$ cat config.mk
export PLATFORM = sky130hd
export DESIGN_NAME = pms_acpi_boot_ctrl_flat
export DESIGN_NICKNAME = d
export VERILOG_FILES = /design/src/rtl/pms_acpi_boot_ctrl_if.sv /design/src/rtl/pms_acpi_boot_ctrl.sv /design/src/flat_wrapper.sv
export SDC_FILE = /design/constraint.sdc
export NUM_CORES = 1
export LEC_CHECK = 0
export ABC_AREA = 1
export BUFFER_PORTS_ARGS = -buffer_cell sky130_fd_sc_hd__buf_2
export CORE_ASPECT_RATIO = 1.5
export CORE_MARGIN = 2
export CORE_UTILIZATION = 45
export DETAILED_ROUTE_END_ITERATION = 7
export GPL_ROUTABILITY_DRIVEN = 0
export GPL_TIMING_DRIVEN = 0
export PLACE_DENSITY = 0.78
export RECOVER_POWER = 100
export SLEW_MARGIN = 20
export SYNTH_ARGS = -nofsm -noshare
export SYNTH_HDL_FRONTEND = slang
export SYNTH_SLANG_ARGS = --single-unit
$ cat constraint.sdc
create_clock -name clk_i -period 3.8 [get_ports clk_i]
set_input_delay 0.19 -clock clk_i [delete_from_list [all_inputs] [get_ports clk_i]]
set_output_delay 0.19 -clock clk_i [all_outputs]
set_load 0.01 [all_outputs]
$ cat src/rtl/pms_acpi_boot_ctrl_if.sv
//------------------------------------------------------------------------------
// pms_acpi_boot_ctrl_if
// Host register port of the PMS boot/ACPI control block.
//   reg_req_i   : access request (one cycle per access)
//   reg_we_i    : 1 = write, 0 = read
//   reg_addr_i  : byte address, word aligned
//   reg_wdata_i : write data
//   reg_rdata_o : read data, valid with reg_ready_o
//   reg_ready_o : completion strobe, one cycle after the request
// Modports: master = host side, slave = control block side.
//------------------------------------------------------------------------------
`timescale 1ns/1ps

interface pms_acpi_boot_ctrl_if;
    logic        reg_req_i;
    logic        reg_we_i;
    logic [4:0]  reg_addr_i;
    logic [31:0] reg_wdata_i;
    logic [31:0] reg_rdata_o;
    logic        reg_ready_o;

    modport master (
        output reg_req_i,
        output reg_we_i,
        output reg_addr_i,
        output reg_wdata_i,
        input  reg_rdata_o,
        input  reg_ready_o
    );

    modport slave (
        input  reg_req_i,
        input  reg_we_i,
        input  reg_addr_i,
        input  reg_wdata_i,
        output reg_rdata_o,
        output reg_ready_o
    );
endinterface

$ cat src/rtl/pms_acpi_boot_ctrl.sv
//------------------------------------------------------------------------------
// pms_acpi_boot_ctrl
// Boot control/status registers plus the ACPI power-button sleep-state FSM
// (short press in S5 powers on, long press in S0 forces power down).
//
// Optional feature macro: PMS_PWRBTN_IRQ_EN
//   defined   : sticky short-press event flag on irq_o, W1C at PWRBTN_EVT
//   undefined : no flag logic, irq_o = 0, PWRBTN_EVT reads 0
//
// Ports:
//   clk_i, rst_i         : clock, asynchronous active-high reset
//   reg_if (slave)       : host register port (see pms_acpi_boot_ctrl_if)
//   pwr_btn_ni           : power button, active low, asynchronous
//   eoc_i, exit_status_i : end-of-computation and exit code from the core
//   bootmode_o           : boot mode
//   boot_addr_o          : core entry point
//   fetch_en_o           : core fetch enable
//   sleep_state_o        : 0 = S5, 1 = S0
//   sys_pwrok_o          : high while in S0
//   irq_o                : power-button event interrupt
//
// Register map: 0x00 BOOTMODE, 0x04 BOOT_ADDR, 0x08 FETCH_EN, 0x0C STATUS,
//               0x10 EXIT_STATUS, 0x14 PWRBTN_EVT
//------------------------------------------------------------------------------
`timescale 1ns/1ps

module pms_acpi_boot_ctrl #(
    parameter int unsigned DEBOUNCE_CYC   = 16,
    parameter int unsigned LONG_PRESS_CYC = 4000,
    parameter logic [31:0] BOOT_ADDR_RST  = 32'h1C00_8080
) (
    input  logic                clk_i,
    input  logic                rst_i,
    pms_acpi_boot_ctrl_if.slave reg_if,
    input  logic                pwr_btn_ni,
    input  logic                eoc_i,
    input  logic [31:0]         exit_status_i,
    output logic [1:0]          bootmode_o,
    output logic [31:0]         boot_addr_o,
    output logic                fetch_en_o,
    output logic [1:0]          sleep_state_o,
    output logic                sys_pwrok_o,
    output logic                irq_o
);

    localparam int unsigned DB_W   = $clog2(DEBOUNCE_CYC + 1);
    localparam int unsigned HOLD_W = 16;

    localparam logic [4:0] ADDR_BOOTMODE  = 5'h00;
    localparam logic [4:0] ADDR_BOOT_ADDR = 5'h04;
    localparam logic [4:0] ADDR_FETCH_EN  = 5'h08;
    localparam logic [4:0] ADDR_STATUS    = 5'h0C;
    localparam logic [4:0] ADDR_EXIT      = 5'h10;
    localparam logic [4:0] ADDR_PWRBTN    = 5'h14;

    typedef enum logic [2:0] {
        ST_S5       = 3'd0,
        ST_S5_PRESS = 3'd1,
        ST_S0       = 3'd2,
        ST_S0_PRESS = 3'd3,
        ST_WAIT_REL = 3'd4
    } state_t;

    // Registers
    logic [1:0]        r_bootmode;
    logic [31:0]       r_boot_addr;
    logic              r_fetch_en;
    logic [31:0]       r_rdata;
    logic              r_ready;
    logic [31:0]       r_exit_status;
    logic              r_eoc_s1, r_eoc_s2, r_eoc_s3;
    logic              r_btn_s1, r_btn_s2;
    logic              r_pd;
    logic [DB_W-1:0]   r_db_cnt;
    state_t            r_state;
    logic [HOLD_W-1:0] r_hold_cnt;
    logic [1:0]        r_sleep_state;
    logic              r_pwrok;

    // Wires
    logic        w_wr;
    logic        w_press_sync;
    logic        w_force_off;
    logic [31:0] w_rdata;

    assign w_wr         = reg_if.reg_req_i && reg_if.reg_we_i;
    assign w_press_sync = ~r_btn_s2;
    // Long press has been held LONG_PRESS_CYC cycles in S0_PRESS
    assign w_force_off  = (r_state == ST_S0_PRESS) && r_pd &&
                          (r_hold_cnt >= HOLD_W'(LONG_PRESS_CYC - 1));

`ifdef PMS_PWRBTN_IRQ_EN
    logic r_evt_flag;
    logic w_short_evt;

    assign w_short_evt = (r_state == ST_S0_PRESS) && !r_pd;

    // Sticky event flag; a new event beats a simultaneous clear
    always_ff @(posedge clk_i or posedge rst_i) begin
        if (rst_i) begin
            r_evt_flag <= 1'b0;
        end else if (w_short_evt) begin
            r_evt_flag <= 1'b1;
        end else if (w_wr && (reg_if.reg_addr_i == ADDR_PWRBTN) && reg_if.reg_wdata_i[0]) begin
            r_evt_flag <= 1'b0;
        end
    end

    assign irq_o = r_evt_flag;
`else
    assign irq_o = 1'b0;
`endif

    // Read data mux
    always_comb begin
        w_rdata = 32'h0;
        case (reg_if.reg_addr_i)
            ADDR_BOOTMODE:  w_rdata = {30'h0, r_bootmode};
            ADDR_BOOT_ADDR: w_rdata = r_boot_addr;
            ADDR_FETCH_EN:  w_rdata = {31'h0, r_fetch_en};
            ADDR_STATUS:    w_rdata = {28'h0, r_pwrok, r_sleep_state, r_eoc_s2};
            ADDR_EXIT:      w_rdata = r_exit_status;
`ifdef PMS_PWRBTN_IRQ_EN
            ADDR_PWRBTN:    w_rdata = {31'h0, r_evt_flag};
`endif
            default:        w_rdata = 32'h0;
        endcase
    end

    // Register port and boot registers
    always_ff @(posedge clk_i or posedge rst_i) begin
        if (rst_i) begin
            r_bootmode  <= 2'd0;
            r_boot_addr <= BOOT_ADDR_RST;
            r_fetch_en  <= 1'b0;
            r_rdata     <= 32'h0;
            r_ready     <= 1'b0;
        end else begin
            r_ready <= reg_if.reg_req_i;
            if (reg_if.reg_req_i) begin
                r_rdata <= reg_if.reg_we_i ? 32'h0 : w_rdata;
            end
            if (w_wr && (reg_if.reg_addr_i == ADDR_BOOTMODE)) begin
                r_bootmode <= reg_if.reg_wdata_i[1:0];
            end
            if (w_wr && (reg_if.reg_addr_i == ADDR_BOOT_ADDR)) begin
                r_boot_addr <= reg_if.reg_wdata_i;
            end
            // Forced power-down overrides a concurrent FETCH_EN write
            if (w_force_off) begin
                r_fetch_en <= 1'b0;
            end else if (w_wr && (reg_if.reg_addr_i == ADDR_FETCH_EN)) begin
                r_fetch_en <= reg_if.reg_wdata_i[0];
            end
        end
    end

    // EOC synchronizer and exit status capture on its rising edge
    always_ff @(posedge clk_i or posedge rst_i) begin
        if (rst_i) begin
            r_eoc_s1      <= 1'b0;
            r_eoc_s2      <= 1'b0;
            r_eoc_s3      <= 1'b0;
            r_exit_status <= 32'h0;
        end else begin
            r_eoc_s1 <= eoc_i;
            r_eoc_s2 <= r_eoc_s1;
            r_eoc_s3 <= r_eoc_s2;
            if (r_eoc_s2 && !r_eoc_s3) begin
                r_exit_status <= exit_status_i;
            end
        end
    end

    // Button synchronizer and debounce: pd follows press after DEBOUNCE_CYC
    // consecutive cycles of disagreement; any return to agreement restarts.
    always_ff @(posedge clk_i or posedge rst_i) begin
        if (rst_i) begin
            r_btn_s1 <= 1'b1;
            r_btn_s2 <= 1'b1;
            r_pd     <= 1'b0;
            r_db_cnt <= '0;
        end else begin
            r_btn_s1 <= pwr_btn_ni;
            r_btn_s2 <= r_btn_s1;
            if (w_press_sync == r_pd) begin
                r_db_cnt <= '0;
            end else if (r_db_cnt == DB_W'(DEBOUNCE_CYC - 1)) begin
                r_pd     <= w_press_sync;
                r_db_cnt <= '0;
            end else begin
                r_db_cnt <= r_db_cnt + DB_W'(1);
            end
        end
    end

    // Sleep-state FSM with registered sleep state / pwrok
    always_ff @(posedge clk_i or posedge rst_i) begin
        if (rst_i) begin
            r_state       <= ST_S5;
            r_hold_cnt    <= '0;
            r_sleep_state <= 2'd0;
            r_pwrok       <= 1'b0;
        end else begin
            case (r_state)
                ST_S5: begin
                    if (r_pd) begin
                        r_state    <= ST_S5_PRESS;
                        r_hold_cnt <= '0;
                    end
                end
                ST_S5_PRESS: begin
                    if (!r_pd) begin
                        r_state       <= ST_S0;
                        r_sleep_state <= 2'd1;
                        r_pwrok       <= 1'b1;
                    end
                end
                ST_S0: begin
                    if (r_pd) begin
                        r_state    <= ST_S0_PRESS;
                        r_hold_cnt <= '0;
                    end
                end
                ST_S0_PRESS: begin
                    if (!r_pd) begin
                        r_state <= ST_S0;
                    end else if (w_force_off) begin
                        r_state       <= ST_WAIT_REL;
                        r_sleep_state <= 2'd0;
                        r_pwrok       <= 1'b0;
                    end else if (r_hold_cnt != {HOLD_W{1'b1}}) begin
                        r_hold_cnt <= r_hold_cnt + HOLD_W'(1);
                    end
                end
                ST_WAIT_REL: begin
                    // Held button after forced off must not re-power the system
                    if (!r_pd) begin
                        r_state <= ST_S5;
                    end
                end
                default: begin
                    r_state       <= ST_S5;
                    r_sleep_state <= 2'd0;
                    r_pwrok       <= 1'b0;
                end
            endcase
        end
    end

    assign bootmode_o         = r_bootmode;
    assign boot_addr_o        = r_boot_addr;
    assign fetch_en_o         = r_fetch_en;
    assign sleep_state_o      = r_sleep_state;
    assign sys_pwrok_o        = r_pwrok;
    assign reg_if.reg_rdata_o = r_rdata;
    assign reg_if.reg_ready_o = r_ready;

endmodule

$ cat src/flat_wrapper.sv
// flat-port wrapper written by rule: the top's interface ports become plain ports
module pms_acpi_boot_ctrl_flat 
#(
    parameter int unsigned DEBOUNCE_CYC   = 16,
    parameter int unsigned LONG_PRESS_CYC = 4000,
    parameter logic [31:0] BOOT_ADDR_RST  = 32'h1C00_8080
)
  (clk_i, rst_i, pwr_btn_ni, eoc_i, exit_status_i, bootmode_o, boot_addr_o, fetch_en_o, sleep_state_o, sys_pwrok_o, irq_o, reg_if_reg_req_i, reg_if_reg_we_i, reg_if_reg_addr_i, reg_if_reg_wdata_i, reg_if_reg_rdata_o, reg_if_reg_ready_o);
  pms_acpi_boot_ctrl_if reg_if_i ();
  input  logic clk_i;
  input  logic rst_i;
  input  logic pwr_btn_ni;
  input  logic eoc_i;
  input  logic [31:0] exit_status_i;
  output logic [1:0] bootmode_o;
  output logic [31:0] boot_addr_o;
  output logic fetch_en_o;
  output logic [1:0] sleep_state_o;
  output logic sys_pwrok_o;
  output logic irq_o;
  input wire logic [$bits(reg_if_i.reg_req_i)-1:0] reg_if_reg_req_i;
  input wire logic [$bits(reg_if_i.reg_we_i)-1:0] reg_if_reg_we_i;
  input wire logic [$bits(reg_if_i.reg_addr_i)-1:0] reg_if_reg_addr_i;
  input wire logic [$bits(reg_if_i.reg_wdata_i)-1:0] reg_if_reg_wdata_i;
  output wire logic [$bits(reg_if_i.reg_rdata_o)-1:0] reg_if_reg_rdata_o;
  output wire logic [$bits(reg_if_i.reg_ready_o)-1:0] reg_if_reg_ready_o;
  assign reg_if_i.reg_req_i = reg_if_reg_req_i;
  assign reg_if_i.reg_we_i = reg_if_reg_we_i;
  assign reg_if_i.reg_addr_i = reg_if_reg_addr_i;
  assign reg_if_i.reg_wdata_i = reg_if_reg_wdata_i;
  assign reg_if_reg_rdata_o = reg_if_i.reg_rdata_o;
  assign reg_if_reg_ready_o = reg_if_i.reg_ready_o;
  pms_acpi_boot_ctrl #(.DEBOUNCE_CYC(DEBOUNCE_CYC), .LONG_PRESS_CYC(LONG_PRESS_CYC), .BOOT_ADDR_RST(BOOT_ADDR_RST)) u_core (.clk_i(clk_i), .rst_i(rst_i), .reg_if(reg_if_i), .pwr_btn_ni(pwr_btn_ni), .eoc_i(eoc_i), .exit_status_i(exit_status_i), .bootmode_o(bootmode_o), .boot_addr_o(boot_addr_o), .fetch_en_o(fetch_en_o), .sleep_state_o(sleep_state_o), .sys_pwrok_o(sys_pwrok_o), .irq_o(irq_o));
endmodule
==> run summary <==
The count of final hold-check violations is 0, and the vertical die dimension is 144 um. On the final layout, the worst clock skew is 0.00801 ns. The total routing resource utilization after global routing is 21.9%, and the count of buffers inserted at the top-level ports is 144. Across the whole layout, storage elements account for 0.00329 mm^2. For this design the static power due to leakage is 3.58 nW. Once the clock tree was built, the setup fixing pass inserted 0 buffers. Type of the worst min-delay path: in2reg. On the final layout, the worst hold slack is 0.0146 ns. The areal power density over the cells was 484 mW/mm^2.

Setup repair after global routing left no endpoint under its margin. The cell area that synthesis handed to floorplanning was 0.00589 mm^2. The run gives 2.00 ns as the pre-CTS setup slack. For met3 alone, demand over resource in global routing was 4.49%. The floorplan has 51 rows. The initial utilization of the core area, before any placement, comes to 45.7%.

Detailed placement finished with a half-perimeter wire length of 10.6 mm. Data on the critical path is required at its endpoint by 4.10 ns. For the total vias in the final route, the log shows 5026. TritonCTS built the clock tree.

The post-synthesis average cell area came out at 8.85 um^2. The kind of critical path was reg2reg. The total placed instance area is 0.00685 mm^2. Total of max-cap violations: 1. The number of distinct library cells after synthesis was 40; the core outline area was 0.0129 mm^2. The wire length of the first global-routing pass was 24.2 mm; the aggregate global routing overflow was 0. STA classifies the critical path endpoint as a flip-flop. The net count reported at finish is 917. Data on the critical path arrives at its endpoint at 2.82 ns. The H-tree was split into 4 levels. The primary flip-flop cell chosen by synthesis mapping was dfrtp_1.

The start point of the worst hold path was exit_status_i[1]. For this design the top-level I/O count stands at 147. The worst path uses 66.3% of the clock period.

Registers are responsible for 43.5% of the overall power. The root cell of the clock tree is clkbuf_16. Worst vdd rail ir drop: 0.273 mV.

The worst register-to-register path begins at u_core.r_hold_cnt[0]. The global routing usage on met2 came out at 39.9%. Setup slack on the critical path of the routed design comes to 1.28 ns. The tools report the via count of the first global-routing pass as 5062. The run gives 24.8% as the met1 usage. Net switching is 24.4% of the power. The shortest period the worst path allows works out to 2.52 ns.

The critical path startpoint is u_core.r_hold_cnt[0]. For the count of final max-slew check failures, the log shows 35. The worst pin sits at a relative slew slack of -8.65%.

The total power was 3.56 mW. Based on the critical path, the design can be clocked at up to 0.397 GHz. The share of synthesized registers carrying an async set or reset is 100%. For the count of final setup violators, the log shows 0.

The number of antenna violations at the first check in global routing was 0; the largest net degree at the start of global routing was 98. Number of synthesized flops with an enable pin: 0. The end point of the worst hold path is u_core.r_exit_status[1]. Counting the fill cells in the layout gives 1212.

In this run the critical register-to-register path is captured at u_core.r_hold_cnt[11]. Across all register-to-register paths, the minimum setup slack is 1.28 ns. The clock latency on the worst-skew pair was 0.42 ns; the TritonCTS buffer count was 17.

The most crowded layer after global routing is met2. Measured along the x axis, the die boundary spans 97.4 um. The cell-internal power was 2.69 mW; the multi-input combinational cell area was 0.00191 mm^2. The final reports fail on max-capacitance violations, max-slew violations.

The clock drives 131 sinks. The clock-pin transition on the worst setup and hold timing paths was 0.06 ns; the number of stages on the worst hold path was 2. In this run, synthesis produced a sequential element count of 131. The relative contribution of combinational cells to total power was 9.2%; the actual slew at the worst max-slew pin was 1.62 ns. The critical-path maximum fanout was 10; the proportion of power drawn by the clock network was 47.3%. Counting cells, the worst reg-to-reg path comes to 13. With fillers left out, the area of the finished cells amounts to 0.00735 mm^2. The repair_antennas step left the layout with diodes totalling 0.

The first routing iteration left 202 violations. In the routed design, unresolved DRC markers number 0. For this run, the number of Yosys warnings is 0. The first detailed-routing pass ran for 5 iterations. The clock passes through at most 2 buffers. The final wirelength came out at 15.0 mm.

The analysis attributes to net switching a power of 0.867 mW. The tools report the launching element type of the critical path as a flip-flop. The die outline area came out at 0.0140 mm^2. In the final routed layout, each cell accounts on average for 14.8 um. The growth of design area from synthesis to finish was 24.8%.

The flow ran to the end, but the final reports show violations. In this run the remaining antenna-violating nets after routing total 0. The share of post-route cells with drive strength above 1 was 17.7%. For the sequential area share after synthesis, the log shows 55.8%. The post-synthesis instance total was 666; the number of vias per cell was 4.97.
[layout by cell type, fill, tap and decap left out, drive strengths merged]
| master | instances |
|---|---|
| a311oi | 1 |
| o21ai | 56 |
| inv | 120 |
| nor4 | 1 |
| o31ai | 1 |
| dlygate4sd3 | 9 |
| o22ai | 25 |
| nand2 | 105 |
| conb | 2 |
| and3 | 1 |
| nand4 | 5 |
| bufinv | 3 |
| clkbuf | 110 |
| dfstp | 7 |
| mux2 | 7 |
| dfrtp | 124 |
| xnor2 | 1 |
| buf | 84 |
| xor2 | 9 |
| nand3 | 9 |
| nor2 | 91 |
| clkinv | 9 |
| ha | 2 |
| o211ai | 1 |
| nor3 | 8 |
| a21oi | 60 |
| clkinvlp | 2 |
[synth_stat cells (2+ instances only)]
library cell    n  area (um^2)
a21oi_1        60          300
buf_2          13         65.1
buf_4           3         22.5
buf_6           2         22.5
clkbuf_1        9         33.8
dfrtp_1       124         3100
dfstp_2         7          184
ha_1            2         25.0
inv_1         116          435
inv_2           4         15.0
mux2_2          7         78.8
nand2_1        98          368
nand2_2         6         37.5
nand3_1         8         40.0
nand4_1         5         31.3
nor2_1         84          315
nor2_2          4         25.0
nor2_4          3         33.8
nor3_1          6         30.0
o21ai_0        37          185
o21ai_1        16         80.1
o21ai_2         3         26.3
o22ai_1        15         93.8
o22ai_2        10          125
xor2_1          9         78.8
[metrics by stage]
stage | utilization [%] | setup TNS [ns] | cells
2_1_floorplan | - | 0 | 667
3_3_place_gp | 52.9 | -164.99 | 970
3_5_place_dp | 53.1 | 0 | 971
4_1_cts | 58.6 | 0 | 1012
5_1_grt | 57.1 | 0 | 1012
6_report | 57.1 | 0 | 1012
[repair_timing]
action / in CTS / in global routing
hold buffers: 9 / 0
hold endpoints to repair: 42 / 0
endpoints found under the setup margin: 0 / 0
gates resized for setup: 0 / 0
[layout make-up]
| type | count | share of cell area (%) |
|---|---|---|
| well taps | 159 | 2.71 |
| flip-flops and latches | 131 | 44.7 |
| repair buffers | 154 | 10.2 |
| clock buffers | 20 | 6.21 |
| clock inverters | 12 | 2.09 |
| multi-input cells | 385 | 25.9 |
| plain buffers | 29 | 1.91 |
| inverters | 122 | 6.26 |
[registers in the layout (all words and copies together), names as in the netlist]
| signal | flops |
|---|---|
| u_core.reg_if.reg_rdata_o | 32 |
| u_core.bootmode_o | 2 |
| u_core.r_btn_s2 | 1 |
| u_core.sleep_state_o | 1 |
| u_core.r_db_cnt | 5 |
| u_core.r_state | 3 |
| u_core.r_exit_status | 32 |
| u_core.r_btn_s1 | 1 |
| u_core.r_eoc_s1 | 1 |
| u_core.fetch_en_o | 1 |
| u_core.r_hold_cnt | 16 |
| u_core.boot_addr_o | 32 |
| u_core.reg_if.reg_ready_o | 1 |
| u_core.r_pd | 1 |
| u_core.r_eoc_s3 | 1 |
| u_core.r_eoc_s2 | 1 |
[worst max-delay path by stage]
stage	slack, ns	depth (start not counted)	end
after detailed placement	2.00	4	u_core.r_exit_status[19]
final	1.28	13	u_core.r_hold_cnt[11]
after floorplan	0.12	1	u_core.boot_addr_o[0]
after global routing	0.97	12	u_core.r_hold_cnt[2]
after global placement	-1.34	2	u_core.reg_if.reg_rdata_o[11]
after CTS	1.99	4	u_core.r_exit_status[8]
[routing by layer]
layer	vias to the layer above	part of all wire, %
li1	2444	-
met1	2408	40
met2	146	53
met3	28	4.1
met4	0	2.8
met5	-	0
[power by group through the flow]
stage	clock network [mW]	logic (mW)	registers (mW)
global placement	0	0.327	1.57
detailed placement	0	0.341	1.57
finish	1.68	0.327	1.55
CTS	1.71	0.350	1.54
global route	1.77	0.368	1.56
floorplan	0	0.166	1.59
[critical path, cell delays in order (launching register included)]
cell,delay [ns]
dfrtp_1,0.43
ha_1,0.22
nand2_1,0.08
inv_1,0.08
nand2_1,0.07
nand2_1,0.06
nand2_1,0.05
nand2_1,0.09
nand3_1,0.14
nand2_1,0.34
clkinvlp_2,0.45
buf_8,0.27
nand2_1,0.06
nand2_1,0.05
[cells by family (layout without fill, tap and decap cells)]
kind of cell / Yosys count / in the layout / synth area share [%]
and+or+nand+nor: 220 / 220 / 16.1
buffers and inverters: 151 / 337 / 10.6
AOI/OAI and AO/OA: 144 / 144 / 14.2
DFF: 131 / 131 / 55.8
xor gates and xnor gates: 10 / 10 / 1.49
muxes: 7 / 7 / 1.34
adders and majority gates: 2 / 2 / 0.425
other: 1 / 2 / 0.0636
Power figures use the tool's default switching activity.
